[src/rtl/controlador_entrada_saida.sv]
// Handshake between the control unit and the board I/O: debounced switch capture
// for input instructions and an edge-triggered display latch for output instructions.
module controlador_entrada_saida #(
  parameter int DEBOUNCE_CICLOS = 4,
  parameter int LARGURA_SWITCH  = 16
) (
  input  logic                      clock,
  input  logic                      reset,
  input  logic                      estagioEntradaUC,
  input  logic                      estagioSaidaUC,
  input  logic                      botaoConfirma,
  input  logic [LARGURA_SWITCH-1:0] switches,
  input  logic [31:0]               dadoSaida,
  output logic                      estagioEntradaSwitch,
  output logic                      estagioEntradaBanco,
  output logic [31:0]               dadoSwitch,
  output logic [31:0]               displayDado,
  output logic                      displayValido
);

  typedef enum logic [2:0] {
    IDLE         = 3'd0,
    ARMA         = 3'd1,
    ESPERA_PRESS = 3'd2,
    ESPERA_SOLTA = 3'd3,
    ESCRITA      = 3'd4,
    CONCLUI      = 3'd5
  } estado_t;

  localparam logic [7:0] LIMITE = 8'(DEBOUNCE_CICLOS);

  estado_t     r_estado, w_prox_estado;
  logic [7:0]  r_cont, w_prox_cont, w_cont_inc;
  logic        r_sinc1, r_sinc2;
  logic        r_entrada_ok, r_saida_ant, r_valido;
  logic [31:0] r_dado_sw, r_display;
  logic        w_botao, w_estavel, w_captura, w_limpa_ok, w_banco;

  assign w_botao    = r_sinc2;
  assign w_cont_inc = (r_cont == 8'hFF) ? r_cont : r_cont + 8'd1;
  assign w_estavel  = (w_cont_inc >= LIMITE);

  always_ff @(posedge clock) begin
    if (!reset) begin
      r_sinc1 <= 1'b0;
      r_sinc2 <= 1'b0;
    end else begin
      r_sinc1 <= botaoConfirma;
      r_sinc2 <= r_sinc1;
    end
  end

  // Counter restarts on every state change so each phase needs its own stable run.
  always_ff @(posedge clock) begin
    if (!reset) begin
      r_estado <= IDLE;
      r_cont   <= 8'd0;
    end else begin
      r_estado <= w_prox_estado;
      r_cont   <= (w_prox_estado != r_estado) ? 8'd0 : w_prox_cont;
    end
  end

  always_comb begin
    w_prox_estado = r_estado;
    w_prox_cont   = 8'd0;
    w_captura     = 1'b0;
    w_limpa_ok    = 1'b0;
    w_banco       = 1'b0;
    case (r_estado)
      IDLE: begin
        if (estagioEntradaUC) w_prox_estado = ARMA;
      end
      ARMA: begin
        if (!estagioEntradaUC) begin
          w_prox_estado = IDLE;
          w_limpa_ok    = 1'b1;
        end else if (!w_botao) begin
          w_prox_cont = w_cont_inc;
          if (w_estavel) w_prox_estado = ESPERA_PRESS;
        end
      end
      ESPERA_PRESS: begin
        if (!estagioEntradaUC) begin
          w_prox_estado = IDLE;
          w_limpa_ok    = 1'b1;
        end else if (w_botao) begin
          w_prox_cont = w_cont_inc;
          if (w_estavel) begin
            w_captura     = 1'b1;
            w_prox_estado = ESPERA_SOLTA;
          end
        end
      end
      ESPERA_SOLTA: begin
        if (!estagioEntradaUC) begin
          w_prox_estado = IDLE;
          w_limpa_ok    = 1'b1;
        end else if (!w_botao) begin
          w_prox_cont = w_cont_inc;
          if (w_estavel) w_prox_estado = ESCRITA;
        end
      end
      ESCRITA: begin
        w_banco       = 1'b1;
        w_prox_estado = CONCLUI;
      end
      CONCLUI: begin
        if (!estagioEntradaUC) begin
          w_prox_estado = IDLE;
          w_limpa_ok    = 1'b1;
        end
      end
      default: w_prox_estado = IDLE;
    endcase
  end

  always_ff @(posedge clock) begin
    if (!reset) begin
      r_entrada_ok <= 1'b0;
      r_dado_sw    <= 32'd0;
    end else if (w_captura) begin
      r_entrada_ok <= 1'b1;
      r_dado_sw    <= 32'(switches);
    end else if (w_limpa_ok) begin
      r_entrada_ok <= 1'b0;
    end
  end

  always_ff @(posedge clock) begin
    if (!reset) begin
      r_saida_ant <= 1'b0;
      r_display   <= 32'd0;
      r_valido    <= 1'b0;
    end else begin
      r_saida_ant <= estagioSaidaUC;
      if (estagioSaidaUC && !r_saida_ant) begin
        r_display <= dadoSaida;
        r_valido  <= 1'b1;
      end
    end
  end

  assign estagioEntradaSwitch = r_entrada_ok;
  assign estagioEntradaBanco  = w_banco;
  assign dadoSwitch           = r_dado_sw;
  assign displayDado          = r_display;
  assign displayValido        = r_valido;

endmodule

[config.mk]
export PLATFORM = sky130hd
export DESIGN_NAME = controlador_entrada_saida
export DESIGN_NICKNAME = d
export VERILOG_FILES = /design/src/rtl/controlador_entrada_saida.sv
export SDC_FILE = /design/constraint.sdc
export NUM_CORES = 1
export LEC_CHECK = 0
export BUFFER_PORTS_ARGS = -buffer_cell sky130_fd_sc_hd__buf_4
export CORE_MARGIN = 10
export CORE_UTILIZATION = 44
export CTS_BUF_LIST = sky130_fd_sc_hd__clkbuf_4 sky130_fd_sc_hd__clkbuf_8
export DETAILED_ROUTE_END_ITERATION = 10
export PLACE_DENSITY = 0.84
export SYNTH_ARGS = -nofsm -noshare
export SYNTH_HDL_FRONTEND = slang
export SYNTH_SLANG_ARGS = --single-unit
[constraint.sdc]
create_clock -name clock -period 1.9 [get_ports clock]
set_input_delay 0.19 -clock clock [delete_from_list [all_inputs] [get_ports clock]]
set_output_delay 0.19 -clock clock [all_outputs]
set_load 0.02 [all_outputs]
Word level (Yosys, flattened, before mapping)
Cells that the tools add are included.
- input port bits: 53
- register bits after elaboration: 64
- output and inout bits: 67
- word-level logic and storage cells: 53
- bitwise logic cells: 1
- add/subtract/negate cells: 1
- order comparisons: 1
- equal/unequal tests: 7
- reductions and logical operators: 7
- muxes and demuxes: 27
- operator list (kind ; count):
    8-bit two-way mux ; 5
    3-bit two-way mux ; 11
    3-bit one-hot mux with 6 select lines ; 1
    8-bit one-hot mux with 2 select lines ; 1
    1-bit two-way mux ; 9
    8-bit by 1-bit adder with 8-bit output, second input constant ; 1
    8-bit == test, second input constant ; 1
    8-bit by 3-bit >= comparator with 1-bit output, second input constant ; 1
    3-bit by 2-bit == test with 1-bit output, second input constant ; 2
    3-bit == test, second input constant ; 2
    2-bit OR reduction ; 2
    4-bit OR reduction ; 1
    3-bit by 1-bit == test with 1-bit output, second input constant ; 1
    3-bit zero test ; 1
    3-bit inequality test ; 1
    2-bit nonzero test ; 1
    1-bit logical AND ; 1
    1-bit zero test ; 1
    1-bit NOT ; 1

Logic depth before layout (Yosys ltp)
- depth in word-level cells: 9
- depth in mapped cells: 7
- gate-level depth less buffers: 6

Least setup slack after synthesis
No wires, ideal clock.
- kind: flip-flop to flip-flop
- start: reg r_cont[0]
- end: reg r_entrada_ok (netlist: estagioEntradaSwitch)
- data arrival time: 1.672 ns
- data required time: 1.785 ns
- stages on the path, launching flop included: 7
- library setup time: 0.115 ns
- slack: 0.113 ns
- buffers on the path: 1
- period minus slack after synthesis: 1.787 ns
- cells stage by stage: dfxtp_1 ha_1 nor4_1 a2bb2oi_4 a21oi_4 buf_8 o21a_1
- word-level cells in the longest chain between the ends: 8
- elaborated cells between the ends (all ways): 10
- classes of those cells: add/sub: 1; order compare: 1; eq/ne: 1; mux: 6; reduce/logical: 1
- ends and longest elaborated chain (element ; RTL line ; RTL):
    start: declaration ; 33 ; logic [7:0] r_cont, w_prox_cont, w_cont_inc;
    start signal: assignment ; 60 ; r_cont <= (w_prox_estado != r_estado) ? 8'd0 : w_prox_cont;
    8-bit by 1-bit adder with 8-bit output / 8-bit == test (equally long branches) ; 40 ; assign w_cont_inc = (r_cont == 8'hFF) ? r_cont : r_cont + 8'd1;
    8-bit two-way mux (*) ; 40 ;
    8-bit by 3-bit >= comparator with 1-bit output (*) ; 41 ; assign w_estavel = (w_cont_inc >= LIMITE);
    1-bit two-way mux (*) ; 89 ; if (w_estavel) begin
    1-bit two-way mux (*) ; 87 ; end else if (w_botao) begin
    1-bit two-way mux (*) ; 84 ; if (!estagioEntradaUC) begin
    1-bit two-way mux (*) ; 70 ; case (r_estado)
    1-bit two-way mux / 2-bit nonzero test (equally long branches) ; -- ;
    end signal: assignment ; 120 ; r_entrada_ok <= 1'b0;
    end signal: assignment ; 123 ; r_entrada_ok <= 1'b1;
    end signal: assignment ; 126 ; r_entrada_ok <= 1'b0;
    end: declaration ; 35 ; logic r_entrada_ok, r_saida_ant, r_valido;
Mark *: on every way between the ends. The rest lies on a longest branch, timed or not.
A chain may end at the register's enable or synchronous reset.

Worst setup path after layout
- start: reg r_cont[1]
- end: reg r_cont[1]
- word-level cells in the longest chain between the ends: 9
- elaborated cells between the ends (all ways): 21
- classes of those cells: add/sub: 1; order compare: 1; eq/ne: 2; mux: 16; reduce/logical: 1
- ends and longest elaborated chain (element ; RTL line):
    8-bit by 1-bit adder with 8-bit output / 8-bit == test (equally long branches) ; 40
    8-bit two-way mux (*) ; 40
    8-bit by 3-bit >= comparator with 1-bit output ; 41
    3-bit two-way mux, on equally long branches ; 101, 80, 89
    3-bit two-way mux, on equally long branches ; 99, 78, 87
    3-bit two-way mux, on equally long branches ; 96, 75, 84
    3-bit one-hot mux with 6 select lines ; 70
    3-bit inequality test ; 60
    2-bit OR reduction (no line) ; --
Marks and branches as above.

==> results_dict.tcl <==
set metrics [dict create \
    final_max_slew_viol_count 0 \
    synth_cells 295 \
    period_minus_slack_ps 1800 \
    avgSynthCellArea_um2 8.94 \
    fp.dieArea_um2 9490 \
    worstPathRequired_ps 2110 \
    critical_path_class "register to register" \
    io_buffers 103 \
    endpoint_kind "register" \
    grt_max_degree 40 \
    overflow 0 \
    start_kind "register" \
    ir_drop_v 0.000506 \
    clock_latency_ps 330 \
    report.power.total_mw 3.01 \
    setup_tns_ps 0 \
    clock-root-buffer "clkbuf_8" \
    grt_pass1_vias 2383 \
    outcome "finished, final reports clean" \
    via_per_inst 4.74 \
    gp_congestion 0.864 \
    numCtsBuffers 9 \
    tritoncts "done" \
    critPathMaxFanout 6 \
    clock_skew_ps 5.73 \
    critPathMaxStageDelay_ps 320 \
    htreeDepth 3 \
    drt_iter0_drc 97 \
    synth_area_um2 2640 \
    initial_core_util_pct 44.8 \
    post-route-period-util_pct 94.6 \
    drc_errors 0 \
    synth.top_cell.area_share_pct 48.6 \
    area_growth_pct 39.8 \
    crit_buf_inv 1 \
    dr.pass1.iters 4 \
    synthTopCellsByArea "dfxtp_1, nand2_1, a21boi_0" \
    crit_path_top_delay_cell "dfxtp_1" \
    crit_chain "buf_4, a211o_1, a21oi_2, a2bb2oi_4, nand2_1, a2111oi_0" \
    antenna_found_initial 0 \
    drt-total-wl_um 7060 \
    clock_path_buffers 2 \
    antennaDiodeCount 0 \
    dp_hpwl_um 5340 \
    core-area_um2 5890 \
    antenna_left 0 \
    hold_buffers 0 \
    power_density_nw_per_um2 817 \
    synth-seq-area-share_pct 48.6 \
    via_count 2309 \
    cts.reportedPaths.clkPinSlew_ps 70 \
    rows 28 \
    rsz0062_at_grt "true" \
    io_pins 120 \
    timing.final.ws_setup_ps 103 \
    yosysTopAreaCell "dfxtp_1" \
    ys_ff_latch 64 \
    die_x_um 97.4 \
    finalNetCount 461 \
    cts.sinks 64 \
    hold_class "primary input to register" \
    cp.arrival_ps 2010 \
    power_leakage_nw 1.64 \
    synth_cell_types 35 \
    grt_pass1_wl_um 11400 \
    layout.core_utilization_pct 62.6 \
    ys_warn_count 0 \
    grt_usage_pct 14.5 \
    cp_top_family "compound AO/OA/AOI/OAI gates" \
    cap_violations 0 \
    finalHoldViolations 0 \
    die_h_um 97.4 \
    dp_slack_ps -0.275 \
    fin_hold_ws_ps 64.9 \
    wl_per_cell_um 14.5 \
    fmax_mhz 556 \
    drive_above_1_share_pct 33.0 \
    finalSetupViolCount 0 \
]
## per-stage QoR
| stage | cells | cell area, µm² |
|---|---|---|
| 6_report | 487 | 3680 |
| 5_1_grt | 487 | 3680 |
| 4_1_cts | 485 | 3660 |
| 3_5_place_dp | 468 | 3440 |
| 3_3_place_gp | 468 | 3440 |
| 2_1_floorplan | 316 | 2720 |
## registers in the layout (all words and copies together), names as in the netlist
signal	cells
r_sinc2	1
r_estado	3
r_saida_ant	1
r_cont	8
displayDado	32
r_sinc1	1
displayValido	1
estagioEntradaSwitch	1
dadoSwitch	16
## report_power, final
part	switching, mW	internal [mW]
combinational	0.210	0.173
clock	0.497	0.703
sequential	0.0311	1.39
total	0.738	2.27
## layout by cell type (no fill, tap or decap), types with 2 or more instances in the layout
cell type    n
buf_4      111
nand2_1    102
dfxtp_1     64
a21boi_0    32
conb_1      22
mux2i_1     18
clkbuf_8    11
nand4_1      5
and2_1       4
inv_1        3
a21oi_4      3
o21a_1       3
and3_1       2
a2111oi_1    2
nor2_1       2
nand3_1      2
a21oi_1      2
nand3b_1     2
clkbuf_4     2
clkinv_2     2
## final timing paths
kind / cells after the start / startpoint / slack [ps] / end
hold / removal: 2 / botaoConfirma / 60 / r_sinc1
hold reg to reg: 1 / r_sinc1 / 450 / r_sinc2
setup / recovery: 6 / r_cont[1] / 100 / r_cont[1]
setup reg to reg: 6 / r_cont[1] / 100 / r_cont[1]
## metal layers
| metal | share of wire, % | wire [µm] | up-vias | global-route usage (%) |
|---|---|---|---|---|
| li1 | - | - | 1167 | - |
| met1 | 39 | 2740 | 1056 | 15.1 |
| met2 | 50 | 3510 | 76 | 23.9 |
| met3 | 9.7 | 687 | 10 | 7.47 |
| met4 | 1.7 | 119 | 0 | 6.38 |
| met5 | 0 | 0 | - | 0 |
## cells by family (layout without fill, tap and decap cells)
family | after synthesis | count (layout) | synth area share (%)
xor+xnor | 1 | 1 | 0.332
mux | 18 | 18 | 6.83
flops | 64 | 64 | 48.6
buf+inv | 35 | 130 | 7.69
compound gates | 49 | 50 | 15.6
simple gates | 125 | 125 | 20.0
other cells | 1 | 22 | 0.142
fa+ha+maj | 2 | 2 | 0.854
## cell usage after synthesis, drive strengths merged
cell / instances
a211oi: 1
buf: 18
ha: 1
nor2b: 2
conb: 1
a31o: 1
a211o: 1
nand2: 102
nand4: 5
and4: 1
nand3b: 2
a21o: 1
and2: 4
nand2b: 1
a2111oi: 3
nor4: 1
clkbuf: 14
nand3: 2
o21a: 3
dfxtp: 64
and3: 2
xor2: 1
a21oi: 5
maj3: 1
a21boi: 32
nor2: 2
mux2i: 18
and3b: 1
a2bb2oi: 1
o221a: 1
inv: 3
## final cells by class
type	instances	area, µm²
Clock buffer	13	166
Clock inverter	3	40.0
Fill cell	525	2200
Inverter	3	11.3
Multi-Input combinational cell	218	1260
Sequential cell	64	1280
Tap cell	75	93.8
Timing Repair Buffer	111	833
## repair_timing
item | 4_1_cts | 5_1_grt
gates cloned | 1 | 0
pin swaps | 0 | 1
setup buffers | 0 | 2
endpoints found under the hold margin | 0 | 0
resized for setup | 1 | 3
setup endpoints to repair | 13 | 10
## worst reg2reg max path, stage by stage (launching register included)
cell and delay, ps:
dfxtp_1 320, buf_4 150, a211o_1 300, a21oi_2 210
a2bb2oi_4 300, nand2_1 120, a2111oi_0 280
No activity file was read; power rests on OpenSTA's default activity.
